## src/rtl/platformer_pkg.sv

```systemverilog
// Shared constants and types for the platformer game: key indices, clock/tick rates,
// and the per-key status payload produced by the input conditioner.
package platformer_pkg;

  localparam int unsigned KEY_RIGHT = 0;
  localparam int unsigned KEY_JUMP  = 1;
  localparam int unsigned KEY_LEFT  = 2;
  localparam int unsigned KEY_SPARE = 3;

  localparam int unsigned CLK_HZ       = 50_000_000;
  localparam int unsigned TICK_DIV_MAX = 833_333;

  // 10 ms of stable level at CLK_HZ before a key change is believed
  localparam int unsigned DEBOUNCE_CYCLES_DEF = CLK_HZ / 100;
  localparam int unsigned DEBOUNCE_CNT_W      = 20;

  // Stable key state kept in the pins' active-low sense
  typedef enum logic {
    KEY_HELD     = 1'b0,
    KEY_RELEASED = 1'b1
  } key_state_e;

  typedef struct packed {
    logic level;
    logic press_pend;
    logic release_pend;
  } key_status_t;

endpackage

```

## src/rtl/input_conditioner_key_debounce.sv

```systemverilog
// One key channel: two-flop synchronizer, counter debouncer, registered level,
// and sticky press/release pendings that are consumed by game_tick.
module key_debounce
  import platformer_pkg::*;
#(
  parameter int unsigned DEBOUNCE_CYCLES = DEBOUNCE_CYCLES_DEF,
  parameter int unsigned CNT_W           = DEBOUNCE_CNT_W
) (
  input  logic        clk,
  input  logic        rst,
  input  logic        i_tick,
  input  logic        i_key_n,
  output key_status_t o_status
);

  localparam logic [CNT_W-1:0] TERM = CNT_W'(DEBOUNCE_CYCLES - 1);

  logic             r_sync1;
  logic             r_sync2;
  key_state_e       r_stable;
  logic [CNT_W-1:0] r_cnt;
  logic             r_level;
  logic             r_press_pend;
  logic             r_release_pend;

  logic             w_differs;
  logic             w_flip;
  key_state_e       w_stable_nxt;
  logic [CNT_W-1:0] w_cnt_nxt;
  logic             w_press_nxt;
  logic             w_release_nxt;

  // Synchronizer: straight flop-to-flop, idles released
  always_ff @(posedge clk or negedge rst) begin
    if (!rst) begin
      r_sync1 <= 1'b1;
      r_sync2 <= 1'b1;
    end else begin
      r_sync1 <= i_key_n;
      r_sync2 <= r_sync1;
    end
  end

  // Count consecutive disagreeing cycles; accept the new level at the terminal count
  always_comb begin
    w_cnt_nxt    = '0;
    w_stable_nxt = r_stable;
    w_flip       = 1'b0;
    w_differs    = (r_sync2 != logic'(r_stable));
    if (w_differs) begin
      if (r_cnt == TERM) begin
        w_flip       = 1'b1;
        w_stable_nxt = key_state_e'(r_sync2);
      end else begin
        w_cnt_nxt = r_cnt + CNT_W'(1);
      end
    end
  end

  // A debounced edge sets its pending even when a tick would clear it that cycle
  always_comb begin
    w_press_nxt   = r_press_pend;
    w_release_nxt = r_release_pend;
    if (i_tick) begin
      w_press_nxt   = 1'b0;
      w_release_nxt = 1'b0;
    end
    if (w_flip && (w_stable_nxt == KEY_HELD)) begin
      w_press_nxt = 1'b1;
    end
    if (w_flip && (w_stable_nxt == KEY_RELEASED)) begin
      w_release_nxt = 1'b1;
    end
  end

  always_ff @(posedge clk or negedge rst) begin
    if (!rst) begin
      r_stable       <= KEY_RELEASED;
      r_cnt          <= '0;
      r_level        <= 1'b0;
      r_press_pend   <= 1'b0;
      r_release_pend <= 1'b0;
    end else begin
      r_stable       <= w_stable_nxt;
      r_cnt          <= w_cnt_nxt;
      r_level        <= (r_stable == KEY_HELD);
      r_press_pend   <= w_press_nxt;
      r_release_pend <= w_release_nxt;
    end
  end

  assign o_status = '{level: r_level, press_pend: r_press_pend, release_pend: r_release_pend};

endmodule

```

## src/rtl/input_conditioner.sv

```systemverilog
// Conditions the raw active-low push-buttons for the game logic: one debounce channel
// per key, with press/release events presented only on game_tick cycles.
module input_conditioner
  import platformer_pkg::*;
#(
  parameter int unsigned NUM_KEYS        = 4,
  parameter int unsigned DEBOUNCE_CYCLES = DEBOUNCE_CYCLES_DEF,
  parameter int unsigned CNT_W           = DEBOUNCE_CNT_W
) (
  input  logic                clk,
  input  logic                rst,
  input  logic                game_tick,
  input  logic [NUM_KEYS-1:0] key_n,
  output logic [NUM_KEYS-1:0] key_level,
  output logic [NUM_KEYS-1:0] key_press,
  output logic [NUM_KEYS-1:0] key_release,
  output logic                any_level
);

  key_status_t w_status [NUM_KEYS];

  for (genvar g = 0; g < NUM_KEYS; g++) begin : g_key
    key_debounce #(
      .DEBOUNCE_CYCLES(DEBOUNCE_CYCLES),
      .CNT_W          (CNT_W)
    ) u_key_debounce (
      .clk     (clk),
      .rst     (rst),
      .i_tick  (game_tick),
      .i_key_n (key_n[g]),
      .o_status(w_status[g])
    );
  end

  // Events are visible only while the tick strobe is high
  always_comb begin
    key_level   = '0;
    key_press   = '0;
    key_release = '0;
    for (int k = 0; k < NUM_KEYS; k++) begin
      key_level[k]   = w_status[k].level;
      key_press[k]   = w_status[k].press_pend & game_tick;
      key_release[k] = w_status[k].release_pend & game_tick;
    end
  end

  assign any_level = |key_level;

endmodule
```

## config.mk

```make
export PLATFORM = sky130hd
export DESIGN_NAME = input_conditioner
export DESIGN_NICKNAME = d
export VERILOG_FILES = /design/src/rtl/platformer_pkg.sv /design/src/rtl/input_conditioner_key_debounce.sv /design/src/rtl/input_conditioner.sv
export SDC_FILE = /design/constraint.sdc
export NUM_CORES = 1
export LEC_CHECK = 0
export BUFFER_PORTS_ARGS = -buffer_cell sky130_fd_sc_hd__buf_2
export CAP_MARGIN = 20
export CORE_ASPECT_RATIO = 0.7
export CORE_MARGIN = 5
export CORE_UTILIZATION = 45
export CTS_BUF_LIST = sky130_fd_sc_hd__clkbuf_4 sky130_fd_sc_hd__clkbuf_8 sky130_fd_sc_hd__clkbuf_16
export DETAILED_ROUTE_END_ITERATION = 10
export MAX_ROUTING_LAYER = met4
export SETUP_SLACK_MARGIN = 0.5
export SLEW_MARGIN = 30
export SYNTH_ARGS = -nofsm -noshare
export SYNTH_HDL_FRONTEND = slang
export SYNTH_SLANG_ARGS = --single-unit
```

## constraint.sdc

```tcl
create_clock -name clk -period 2 [get_ports clk]
set_input_delay 0.4 -clock clk [delete_from_list [all_inputs] [get_ports clk]]
set_output_delay 0.4 -clock clk [all_outputs]
set_load 0.005 [all_outputs]
```

# == After elaboration in Yosys (flattened, before gate mapping) ==
# Cells that the tools add are included.
# word_totals
reg_bits,104
input_bits,7
out_inout_bits,13
wordCells,106
# classes
n_addsub,4
n_eq_ne,8
muxes,33
n_bitwise,16
n_reduce_logical,17
# op_table
cell,count
$mux W20,8
$add A20 B1 Y20 const B,4
$eq A20 B19 Y1 const B,4
$mux W1,25
$reduce_bool A2 Y1,8
$and A1 B1 Y1,8
$logic_and A1 B1 Y1,8
$not A1 Y1,8
$ne A1 B1 Y1,4
$reduce_or A4 Y1,1

# == Longest topological paths before layout ==
# logic_depth
word_depth,6
mapped_depth,6
depth_no_buf,5

# == Cells and area by module ==
# Synthesis repeated with hierarchy kept, for this count alone.
# unflattened
hier_cells,509
hier_area_um2,5057.4
# by_module_without_submodules
mod,instances,cells_each,area_per_inst_um2
key_debounce,4,125,1249.9
input_conditioner,1,9,57.6

# == Worst setup path after synthesis ==
# Ideal clock, no wire load.
# synth_timing
path_kind,reg2reg
startpoint,register g_key[0].u_key_debounce.r_cnt[12]
endpoint,register g_key[0].u_key_debounce.r_cnt[10]
setup_ps,119
t_arrival_ps,1878
t_required_ps,1881
path_slack_ps,3
path_stages_with_launch,6
n_path_buf,1
synth_period_minus_slack_ps,1997
cell_sequence,dfrtp_1 or4_1 or4b_4 o21ai_4 buf_6 nor2_1
# synth_via
elab_chain_len,3
# synth_lines
item,line_no,source
"start, declared",input_conditioner_key_debounce.sv:21,logic [CNT_W-1:0] r_cnt;
"start signal, assigned",input_conditioner_key_debounce.sv:85,r_cnt <= w_cnt_nxt;
$eq A20 B19 Y1,input_conditioner_key_debounce.sv:51,if (r_cnt == TERM) begin
$mux W20,input_conditioner_key_debounce.sv:51,
$mux W20,input_conditioner_key_debounce.sv:50,if (w_differs) begin
via g_key[0].u_key_debounce.w_cnt_nxt[10],input_conditioner_key_debounce.sv:29,logic [CNT_W-1:0] w_cnt_nxt;
# The timed path passes the listed nets, and every way through them passes these cells.
# A chain may end at the register's enable or synchronous reset.

# == Worst setup path in the final report ==
# layout_timing
startpoint,register g_key[0].u_key_debounce.r_cnt[12]
endpoint,register g_key[0].u_key_debounce.r_cnt[7]
# The elaborated chain is that of the path after synthesis.

==> impl_metrics.tcl <==
set metrics [dict create \
    htree_depth 3 \
    syn_avg_cell_area_um2 10.09 \
    path_clk_slew_ns 0.07 \
    post_synth_and_or_nand_nor_area_fraction 0.2538 \
    final.period_utilization 0.9708 \
    most-common-layout-cells "81 x dfrtp_1, 48 x nor2_1, 42 x buf_4" \
    setup.worst_path.end_class "flip-flop" \
    routed_wirelength_um 11230 \
    fin_ws_ns 0.05830 \
    cts_sinks 104 \
    drt_first_pass_iters 4 \
    grt_pass1_wl_um 18690 \
    floorplan.initialDensity 0.4559 \
    synth-edff-count 0 \
    outcome "finished, final reports clean" \
    core_mm2 0.01089 \
    cts_made_buffers 9 \
    dp_hpwl_um 7068 \
    worstPathRequired_ns 2.23 \
    antenna_violating_nets_post_route 0 \
    tritoncts "yes" \
    postSynth.topFlopCell "dfrtp_1" \
    antenna_found_initial 0 \
    grt.overflow.total 0 \
    grt_pass1_vias 3767 \
    slew_headroom 0.6683 \
    finClkSkew_ns 0.007543 \
    synth_warnings 0 \
    synth_sequential_area_ratio 0.5272 \
    grtUsageTotal 0.1775 \
    area_growth_syn_to_layout_pct 29.79 \
    synth_top_family_by_area "simple AND/OR/NAND/NOR gates" \
    synthXorXnorAreaFrac 0.1076 \
    die_area_mm2 0.01327 \
    dpl_cell_area_mm2 0.005489 \
    endpoints_failing_setup 0 \
    setup.worst_path.class "reg2reg" \
    post_synth_num_cell_types 45 \
    grt_setup_unrepaired "yes" \
    layout_min_cycle_time_ns 1.942 \
    synth_seq_cells 104 \
    synth_area_in_compound_gates 0.05544 \
    synth_mux_area_frac 0.006552 \
    post-route-cell-area_mm2 0.006444 \
    nNetsFinal 576 \
    p_per_area_mw_per_mm2 649.2 \
    drive_above_1_share 0.3526 \
    timing.critical_path.arrival_ns 2.17 \
    pin_count_of_the_biggest_net_entering_global_routing 38 \
    row_count 32 \
    dp_slack_ns 0.03972 \
    place.port_buffers 19 \
    detailroute.via_count 3867 \
    finalSetupTns_ns 0 \
    num_io_pins 20 \
    synthCells 492 \
    finalHoldViolCount 0 \
    worstSetupStartpointType "flip-flop" \
    hp-class "in2async" \
    irDropWorstVdd_v 0.0004342 \
    vias_per_cell 5.349 \
    clkLatencyLatePin_ns 0.34 \
    number_of_diodes 0 \
    timing.max_cap.violations 0 \
    syn-cell-area_mm2 0.004965 \
    max_freq_ghz 0.5150 \
    leakage_nw 2.521 \
    hold_buffers 0 \
    cts-root-buf "clkbuf_16" \
    layout_commonest_cell "dfrtp_1" \
    worstPathMaxFanout 8 \
    dieWidth_um 135.5 \
    clk_path_buf_depth 2 \
    drt-wirelength-per-cell_um 15.54 \
    detailedRoute.firstIterationViolations 299 \
    mappedNetlistNets 503 \
    yosys.area_share.adder 0.01008 \
    slew_viol_final 0 \
    max_slew.worst_pin.slew_ns 0.4975 \
    gpl.final_weighted_congestion 0.9416 \
    post-route-drc-count 0 \
    floorplan.die.height_um 97.88 \
    ys_async_sr_fraction 1.000 \
]
layout make-up:
class	count	area [um^2]
clock buffer	11	246.5
clock inverter	5	63.81
fill	928	4447
inverter	21	78.83
multi-input combinational	352	2605
sequential	104	2631
tap	153	191.4
timing repair buffer	77	626.9
per-stage QoR:
stage | power, mW | hold slack, ns | cells | utilization
6_report | 4.183 | 0.01369 | 723 | 0.5917
3_3_place_gp | 2.353 | 0.3457 | 676 | 0.5040
4_1_cts | 4.207 | 0.02582 | 716 | 0.5634
2_1_floorplan | 2.272 | 0.1044 | 492 | -
5_1_grt | 4.338 | 0.04647 | 723 | 0.5917
3_5_place_dp | 2.357 | 0.3478 | 676 | 0.5040
metal layers:
| metal | up-vias | share of wire | global-route usage | wire length (um) |
|---|---|---|---|---|
| met1 | 1916 | 0.49 | 0.2614 | 5548 |
| li1 | 1871 | - | - | - |
| met4 | 0 | 0.011 | 0.03796 | 123 |
| met5 | - | 0 | - | 0 |
| met3 | 14 | 0.038 | 0.03450 | 430 |
| met2 | 66 | 0.46 | 0.2557 | 5129 |
synth_stat cells (2+ instances only):
cell type | number | area (um^2)
o22ai_1 | 2 | 12.51
dfstp_2 | 12 | 315.3
nor2_1 | 70 | 262.8
clkbuf_1 | 4 | 15.01
o21ai_2 | 2 | 17.52
nand2_1 | 29 | 108.9
nor4_1 | 16 | 100.1
nor3_1 | 18 | 90.09
or2_2 | 6 | 37.54
dfrtp_1 | 92 | 2302
nand3_1 | 28 | 140.1
ha_1 | 4 | 50.05
nor4b_1 | 3 | 26.28
a21oi_1 | 13 | 65.06
xor2_1 | 21 | 183.9
and3_1 | 5 | 31.28
nand4_1 | 24 | 150.1
clkbuf_2 | 3 | 15.01
and4_1 | 5 | 43.79
or4_1 | 10 | 75.07
nand2b_1 | 2 | 12.51
o21ai_0 | 11 | 55.05
inv_1 | 21 | 78.83
mux2_2 | 2 | 22.52
o32ai_1 | 4 | 35.03
or4b_1 | 2 | 20.02
and2_1 | 9 | 56.30
o31ai_1 | 5 | 37.54
or3_1 | 10 | 62.56
buf_4 | 5 | 37.54
xnor2_1 | 40 | 350.3
cell families after synthesis:
logic type | Yosys count
compound gates | 43
mux | 3
xor+xnor | 61
simple gates | 241
flops | 104
fa+ha+maj | 4
buf+inv | 36
critical path, cell delays in order (launching register included):
cell and delay (ns):
dfrtp_1 0.38, or4_4 0.54, or4b_4 0.52, o21ai_4 0.16, buf_6 0.18, nor2_1 0.06
power breakdown:
group	leakage (nW)	switching (mW)	internal, mW	total [mW]
logic	1.01	0.119	0.0859	0.205
clock network	0.150	0.780	1.03	1.81
registers	1.36	0.0332	2.14	2.17
total	2.52	0.932	3.25	4.18
worst paths after layout:
path	startpoint	end	slack [ns]	cells past startpoint
min in group clk	key_n[3]	g_key[3].u_key_debounce.r_sync1$_DFF_PN1_	0.15	1
hold reg to reg	g_key[1].u_key_debounce.r_sync1$_DFF_PN1_	g_key[1].u_key_debounce.r_sync2$_DFF_PN1_	0.36	0
setup reg to reg	g_key[0].u_key_debounce.r_cnt[12]$_DFF_PN0_	g_key[0].u_key_debounce.r_cnt[7]$_DFF_PN0_	0.06	5
max in group asynchronous	rst	g_key[0].u_key_debounce.r_stable$_DFF_PN1_	1.36	2
setup / recovery	g_key[0].u_key_debounce.r_cnt[12]$_DFF_PN0_	g_key[0].u_key_debounce.r_cnt[7]$_DFF_PN0_	0.06	5
hold / removal	rst	g_key[3].u_key_debounce.r_cnt[4]$_DFF_PN0_	0.01	1
state kept, by name, summed over array words and instances (netlist names):
register / cells
g_key.u_key_debounce.r_cnt: 80
g_key.u_key_debounce.r_level: 4
g_key.u_key_debounce.r_press_pend: 4
g_key.u_key_debounce.r_release_pend: 4
g_key.u_key_debounce.r_stable: 4
g_key.u_key_debounce.r_sync1: 4
g_key.u_key_debounce.r_sync2: 4
timing repair:
item                                    CTS  global route
buffers inserted                         23             7
resized for setup                        42            59
pin swaps                                11            20
gates cloned                              1             0
endpoints found under the setup margin   92            92
Note: power is estimated with default switching activity, not from simulation.
